<file path="src/rtl/rca_multicycle.sv">
// Multi-cycle ripple-carry adder/subtractor: one CHUNK-bit slice per clock, LSB first,
// with the inter-slice carry kept in a register. Valid/ready on both sides.
`timescale 1ns/1ps
module rca_multicycle #(
  parameter int WIDTH = 32,
  parameter int CHUNK = 4
) (
  input  logic             clk,
  input  logic             rst_n,
  input  logic             in_valid,
  output logic             in_ready,
  input  logic [WIDTH-1:0] a,
  input  logic [WIDTH-1:0] b,
  input  logic             ci,
  input  logic             sub,
  output logic             out_valid,
  input  logic             out_ready,
  output logic [WIDTH-1:0] s,
  output logic             co,
  output logic             ovf
);
  localparam int NCHUNK = WIDTH / CHUNK;
  localparam int CW     = (NCHUNK > 1) ? $clog2(NCHUNK) : 1;

  if (WIDTH % CHUNK != 0) begin : g_bad_chunk
    $error("rca_multicycle: WIDTH must be a multiple of CHUNK");
  end

  typedef enum logic [1:0] {IDLE, ADD, DONE} state_t;

  state_t           state_q, state_d;
  logic [CW-1:0]    cnt_q, cnt_d;
  logic             carry_q, carry_d;
  logic [WIDTH-1:0] a_q, a_d, b_q, b_d, s_q, s_d;
  logic             co_q, co_d, ovf_q, ovf_d;

  logic [CHUNK-1:0] a_chunk, b_chunk;
  logic [CHUNK:0]   sum;
  logic             c_msb;
  int               base;

  assign in_ready  = (state_q == IDLE);
  assign out_valid = (state_q == DONE);
  assign s         = s_q;
  assign co        = co_q;
  assign ovf       = ovf_q;

  always_comb begin
    base    = CHUNK * int'(cnt_q);
    a_chunk = a_q[base +: CHUNK];
    b_chunk = b_q[base +: CHUNK];
    sum     = {1'b0, a_chunk} + {1'b0, b_chunk} + {{CHUNK{1'b0}}, carry_q};
    // Carry into the top bit of this slice, recovered from its sum bit.
    c_msb   = a_chunk[CHUNK-1] ^ b_chunk[CHUNK-1] ^ sum[CHUNK-1];

    state_d = state_q;
    cnt_d   = cnt_q;
    carry_d = carry_q;
    a_d     = a_q;
    b_d     = b_q;
    s_d     = s_q;
    co_d    = co_q;
    ovf_d   = ovf_q;

    case (state_q)
      IDLE: begin
        if (in_valid) begin
          a_d     = a;
          b_d     = sub ? ~b : b;
          carry_d = sub ? 1'b1 : ci;
          cnt_d   = '0;
          state_d = ADD;
        end
      end
      ADD: begin
        s_d[base +: CHUNK] = sum[CHUNK-1:0];
        carry_d = sum[CHUNK];
        cnt_d   = cnt_q + 1'b1;
        if (cnt_q == CW'(NCHUNK - 1)) begin
          co_d    = sum[CHUNK];
          ovf_d   = c_msb ^ sum[CHUNK];
          cnt_d   = '0;
          state_d = DONE;
        end
      end
      DONE: begin
        if (out_ready) state_d = IDLE;
      end
      default: state_d = IDLE;
    endcase
  end

  always_ff @(posedge clk or negedge rst_n) begin
    if (!rst_n) begin
      state_q <= IDLE;
      cnt_q   <= '0;
      carry_q <= 1'b0;
      a_q     <= '0;
      b_q     <= '0;
      s_q     <= '0;
      co_q    <= 1'b0;
      ovf_q   <= 1'b0;
    end else begin
      state_q <= state_d;
      cnt_q   <= cnt_d;
      carry_q <= carry_d;
      a_q     <= a_d;
      b_q     <= b_d;
      s_q     <= s_d;
      co_q    <= co_d;
      ovf_q   <= ovf_d;
    end
  end
endmodule

</file>
<file path="config.mk">
export PLATFORM = sky130hd
export DESIGN_NAME = rca_multicycle
export DESIGN_NICKNAME = d
export VERILOG_FILES = /design/src/rtl/rca_multicycle.sv
export SDC_FILE = /design/constraint.sdc
export NUM_CORES = 1
export LEC_CHECK = 0
export CAP_MARGIN = 20
export CORE_ASPECT_RATIO = 0.8
export CORE_MARGIN = 2
export CORE_UTILIZATION = 30
export CTS_CLUSTER_SIZE = 16
export DETAILED_ROUTE_END_ITERATION = 12
export DONT_BUFFER_PORTS = 1
export PLACE_DENSITY = 0.47
export SLEW_MARGIN = 20
export SYNTH_ARGS = -nofsm -noshare
export SYNTH_HDL_FRONTEND = slang
export SYNTH_SLANG_ARGS = --single-unit
</file>
<file path="constraint.sdc">
create_clock -name clk -period 4.4 [get_ports clk]
set_input_delay 1.32 -clock clk [delete_from_list [all_inputs] [get_ports clk]]
set_output_delay 1.32 -clock clk [all_outputs]
set_load 0.02 [all_outputs]
</file>
Word level (Yosys, flattened, before mapping)
Cells that the tools add are included.
- logic and storage cells: 44
- input port bits: 70
- bits in registers: 104
- mux-type cells: 12
- reductions and logical operators: 6
- bitwise logic cells: 4
- eq/ne operators: 6
- shift-type cells: 4
- add/subtract/negate cells: 4
- operators by type and width (operator ; number):
    variable part select 32 x 6 -> 4 bit ; 2
    negation 5 -> 33 bit ; 1
    variable shift 4 x 33 -> 32 bit, first input constant ; 1
    variable part select 4 x 33 -> 32 bit ; 1
    bitwise mux 32 bit ; 1
    two-way mux 32 bit ; 1
    NOT 32 bit ; 1
    two-way mux 2 bit ; 3
    two-way mux 3 bit ; 2
    one-hot mux 2 bit (3 select lines) ; 1
    one-hot mux 3 bit (2 select lines) ; 1
    AND reduction 2 bit ; 3
    adder 4 x 4 -> 5 bit ; 1
    adder 5 x 1 -> 5 bit ; 1
    != test 2 bit, second input constant ; 2
    adder 3 x 1 -> 3 bit, second input constant ; 1
    equality test 3 bit, second input constant ; 1
    AND reduction 3 bit ; 1
    bitwise XOR 1 bit ; 3
    equality test 2 x 1 -> 1 bit, second input constant ; 1
    equality test 2 bit, second input constant ; 1
    logical NOT 2 bit ; 1
    two-way mux 1 bit ; 2
    != test 2 x 1 -> 1 bit, second input constant ; 1
    2 further kinds ; 2

Logic depth before layout (Yosys ltp)
- depth in word-level cells: 5
- gate-level depth with buffers: 11

Worst setup path after synthesis
Ideal clock, no wire load.
- kind: reg-to-reg
- start: reg cnt_q[0]
- end: reg ovf_q (netlist: ovf)
- stages on the path, launching flop included: 11
- path slack: 1.365 ns
- setup time: 0.127 ns
- path buffers: 1
- arrival: 2.908 ns
- path through: dfrtp_1 > buf_2 > mux4_2 > nand2_1 > nand2_1 > fa_1 > fa_1 > a21o_1 > a21oi_1 > xnor2_1 > o21ai_0
- word-level cells in the longest chain between the ends: 5
- ends and longest elaborated chain (element ; line ; RTL):
    start: declaration ; 32 ; logic [CW-1:0] cnt_q, cnt_d;
    start signal: assignment ; 105 ; cnt_q <= cnt_d;
    variable part select 32 x 6 -> 4 bit (on tied branches) ; 50, 51 ;
    adder 4 x 4 -> 5 bit ; 52 ; sum = {1'b0, a_chunk} + {1'b0, b_chunk} + {{CHUNK{1'b0}}, carry_q};
    adder 5 x 1 -> 5 bit ; 52 ;
    bitwise XOR 1 bit ; 54 ; c_msb = a_chunk[CHUNK-1] ^ b_chunk[CHUNK-1] ^ sum[CHUNK-1];
    bitwise XOR 1 bit ; 81 ; ovf_d = c_msb ^ sum[CHUNK];
    end signal: assignment ; 111 ; ovf_q <= ovf_d;
    end: declaration ; 35 ; logic co_q, co_d, ovf_q, ovf_d;
Several ways; a longest one is shown, not always the timed one.
A chain may end at the register's enable or synchronous reset.

Final worst setup path
- start: reg cnt_q[1]
- end: reg s_q[10] (netlist: s[10])
- word-level cells in the longest chain between the ends: 5
- ends and longest elaborated chain (element ; line ; RTL):
    variable part select 32 x 6 -> 4 bit (on tied branches) ; 50, 51 ;
    adder 4 x 4 -> 5 bit ; 52 ;
    adder 5 x 1 -> 5 bit ; 52 ;
    variable part select 4 x 33 -> 32 bit ; 76 ; s_d[base +: CHUNK] = sum[CHUNK-1:0];
    bitwise mux 32 bit (*) ; 76 ;
    end signal: assignment ; 100 ; s_q <= '0;
    end signal: assignment ; 109 ; s_q <= s_d;
    end: declaration ; 34 ; logic [WIDTH-1:0] a_q, a_d, b_q, b_d, s_q, s_d;
Mark *: on every way between the ends. The rest lies on a longest branch, timed or not.

==> results.md <==
* Vias in the first global route at 3316
* Cells after Synth at 459
* Global route overflow at 0
* Core area at 0.0163 mm2
* Row cnt at 42
* Crit path cell chain: mux4_2 > nand2_1 > nand2_1 > fa_1 > fa_1 > xnor2_1 > nor3_1 > mux2_1
* Root Driver: clkbuf_16
* Layout cell share with drive strength beyond 1 at 16.8%
* GRT Total Usage at 13.8%
* Setup CP Type: reg2reg
* Overall Power at 4.84 mW
* CTS Buf Count at 9
* Hold Path Class: reg2reg
* Total leakage power at 2.54 nW
* Syn_area_per_cell at 10.8 um2
* Vias after detailed routing at 3097
* GP Congestion at 0.812
* Area added between synthesis and finish at 11.2%
* Met2 wire length at 5.14 mm
* Ant diodes at 0
* Skew final at 0.00506 ns
* CTS tree: done
* Number of remaining DRC errors at 0
* CP max stage cell: dfrtp_1
* Hold Buf Count CTS at 0
* DR top layer: met4
* Share of the synthesized area in the top cell type at 52.4%
* Final setup fails at 0
* Required @ worst endpoint at 4.64 ns
* Post-cts sizing count at 0
* Die width at 148 um
* Vias per cell at 4.60
* CP Launch Point: cnt_q[1]
* Worst hold start: a_q[17]
* Clk buf depth at 2
* Crit-path leading delay family: adder cells
* Post-CTS Setup Repair Bufs at 0
* Endpoint class of the critical path: flip-flop
* Syn Nets at 538
* DRT iter0 DRCs at 156
* Final hold violations at 0
* Outcome: finished clean
* Initial antenna violation count at 0
* Routed length per instance at 17.2 um
* Largest net degree at the start of global routing at 105
* Fmax achieved at 0.321 GHz
* Clk pin slew, worst setup/hold paths at 0.07 ns
* Detailed Routing Iterations Pass 1 at 4
* Crit start category: flip-flop
* Die Y at 119 um
* RSZ-0062 raised after global routing: no
* Minimum clock period at 3.11 ns
* Final ANT Viol Nets at 0
* Length of routed wiring on met1 at 5.60 mm
* CP Buf/Inv Count at 0
* Sequential-to-total area share from yosys stat at 52.4%
* Reg2Reg Launch Point: cnt_q[1]
* Commonest non-fill, non-tap cell in the layout: nand2_1
* Total die area at 0.0176 mm2
* Final net count at 528
* Met3 wire len at 711 um
* Warnings, synthesis at 0
* Largest vdd supply drop at 0.000452 V
* Htree depth at 3
* I/O pin count at 106
* Port Buf Inserts at 0
* Final WS setup at 1.29 ns
* Setup TNS at 0 ns
* PD cells at 877 mW/mm2
* Clock sinks at 104
* CP Max Fanout at 16
* Starting Density at 30.4%
* Synth area leader: dfrtp_1
* Period Utilization, post-route at 70.8%
* Synthesized area at 0.00496 mm2
* Most frequent cells in the layout: nand2_1, dfrtp_1, o21ai_0
* Pre-CTS setup slack at 1.23 ns
* Worst Path Arrival at 3.35 ns
* Post-Route WL at 11.6 mm
* Slew HR at 46.7%
* Clock latency on the worst-skew pair at 0.35 ns
* CP peak stage delay at 0.77 ns
* Top post-synthesis cells by area: dfrtp_1, nand2_1, mux4_2, xnor2_1, mux2_2
* Synth unique cells at 36
* Register bit total from synthesis at 104
* DP Wirelength at 8.29 mm
* Slew @ Worst Pin at 0.794 ns
* Max cap viols at 0
* Final slew viol count at 0
* First-pass GRT wire length at 18.5 mm
==> state kept, by name, indices dropped and copies added, names as in the netlist <==
register / flops
state_q: 2
cnt_q: 3
a_q: 32
carry_q: 1
ovf: 1
b_q: 32
co: 1
s: 32
==> layer usage <==
metal	GRT usage (%)	up-vias
li1	-	1498
met1	19.6	1504
met2	20.3	82
met3	4.90	13
met4	3.13	0
met5	0	-
==> logic make-up after synthesis <==
kind of cell,after synthesis,share of synthesized area (%)
muxes,48,15.1
DFF,104,52.4
and+or+nand+nor,185,15.9
buffers and inverters,31,2.65
AOI/OAI and AO/OA,46,4.97
xor gates and xnor gates,36,6.35
adders and majority gates,9,2.57
==> synth_stat cells (all sizes together) <==
library cell / n
nand2: 158
dfrtp: 104
o21ai: 38
xnor2: 35
mux2: 32
clkbuf: 16
mux4: 16
buf: 10
ha: 7
nor3: 5
inv: 4
nand3: 4
nor2: 4
and2: 3
nand2b: 3
a21o: 2
a21oi: 2
fa: 2
nor2b: 2
o31ai: 2
or3: 2
or4: 2
and2b: 1
clkinv: 1
nor4: 1
o211ai: 1
o32ai: 1
xor2: 1
==> through the flow <==
step | hold slack [ns] | area (um2) | cells | util, %
floorplan | 0.440 | 4960 | 459 | -
global placement | 0.454 | 5160 | 657 | 31.6
detailed placement | 0.463 | 5160 | 657 | 31.6
CTS | 0.480 | 5500 | 672 | 33.6
global route | 0.503 | 5520 | 673 | 33.8
finish | 0.475 | 5520 | 673 | 33.8
==> worst register-to-register path: cells and delay by family, from the launching register on <==
kind	cells	cell delay (ns)
and+or+nand+nor	3	0.28
DFF	1	0.77
xor gates and xnor gates	1	0.34
muxes	2	0.70
adders and majority gates	2	0.91
==> worst paths after layout <==
| kind | end | slack (ns) | cells past startpoint |
|---|---|---|---|
| worst max-delay path | s[10] | 1.29 | 8 |
| worst min-delay path | a_q[17] | 0.47 | 2 |
| worst max register to register | s[10] | 1.29 | 8 |
| worst min register to register | a_q[17] | 0.47 | 2 |
| max in group asynchronous | a_q[28] | 3.61 | 0 |
| min in group asynchronous | b_q[11] | 0.66 | 0 |
==> power by group <==
group	switching [mW]	internal, mW	total (mW)	leakage [nW]
clock network	0.344	0.558	0.902	0.168
registers	0.474	1.40	1.87	1.30
logic	1.14	0.929	2.07	1.07
==> area by class of cell <==
cell class                      count  area, um2
Sequential cell                   104       2600
Tap cell                          220        275
Clock buffer                       13        280
Timing Repair Buffer                5       50.0
Inverter                            5       18.8
Clock inverter                      2       60.1
Multi-Input combinational cell    324       2230
Fill cell                        1645      10800
No activity file was read; power rests on OpenSTA's default activity.
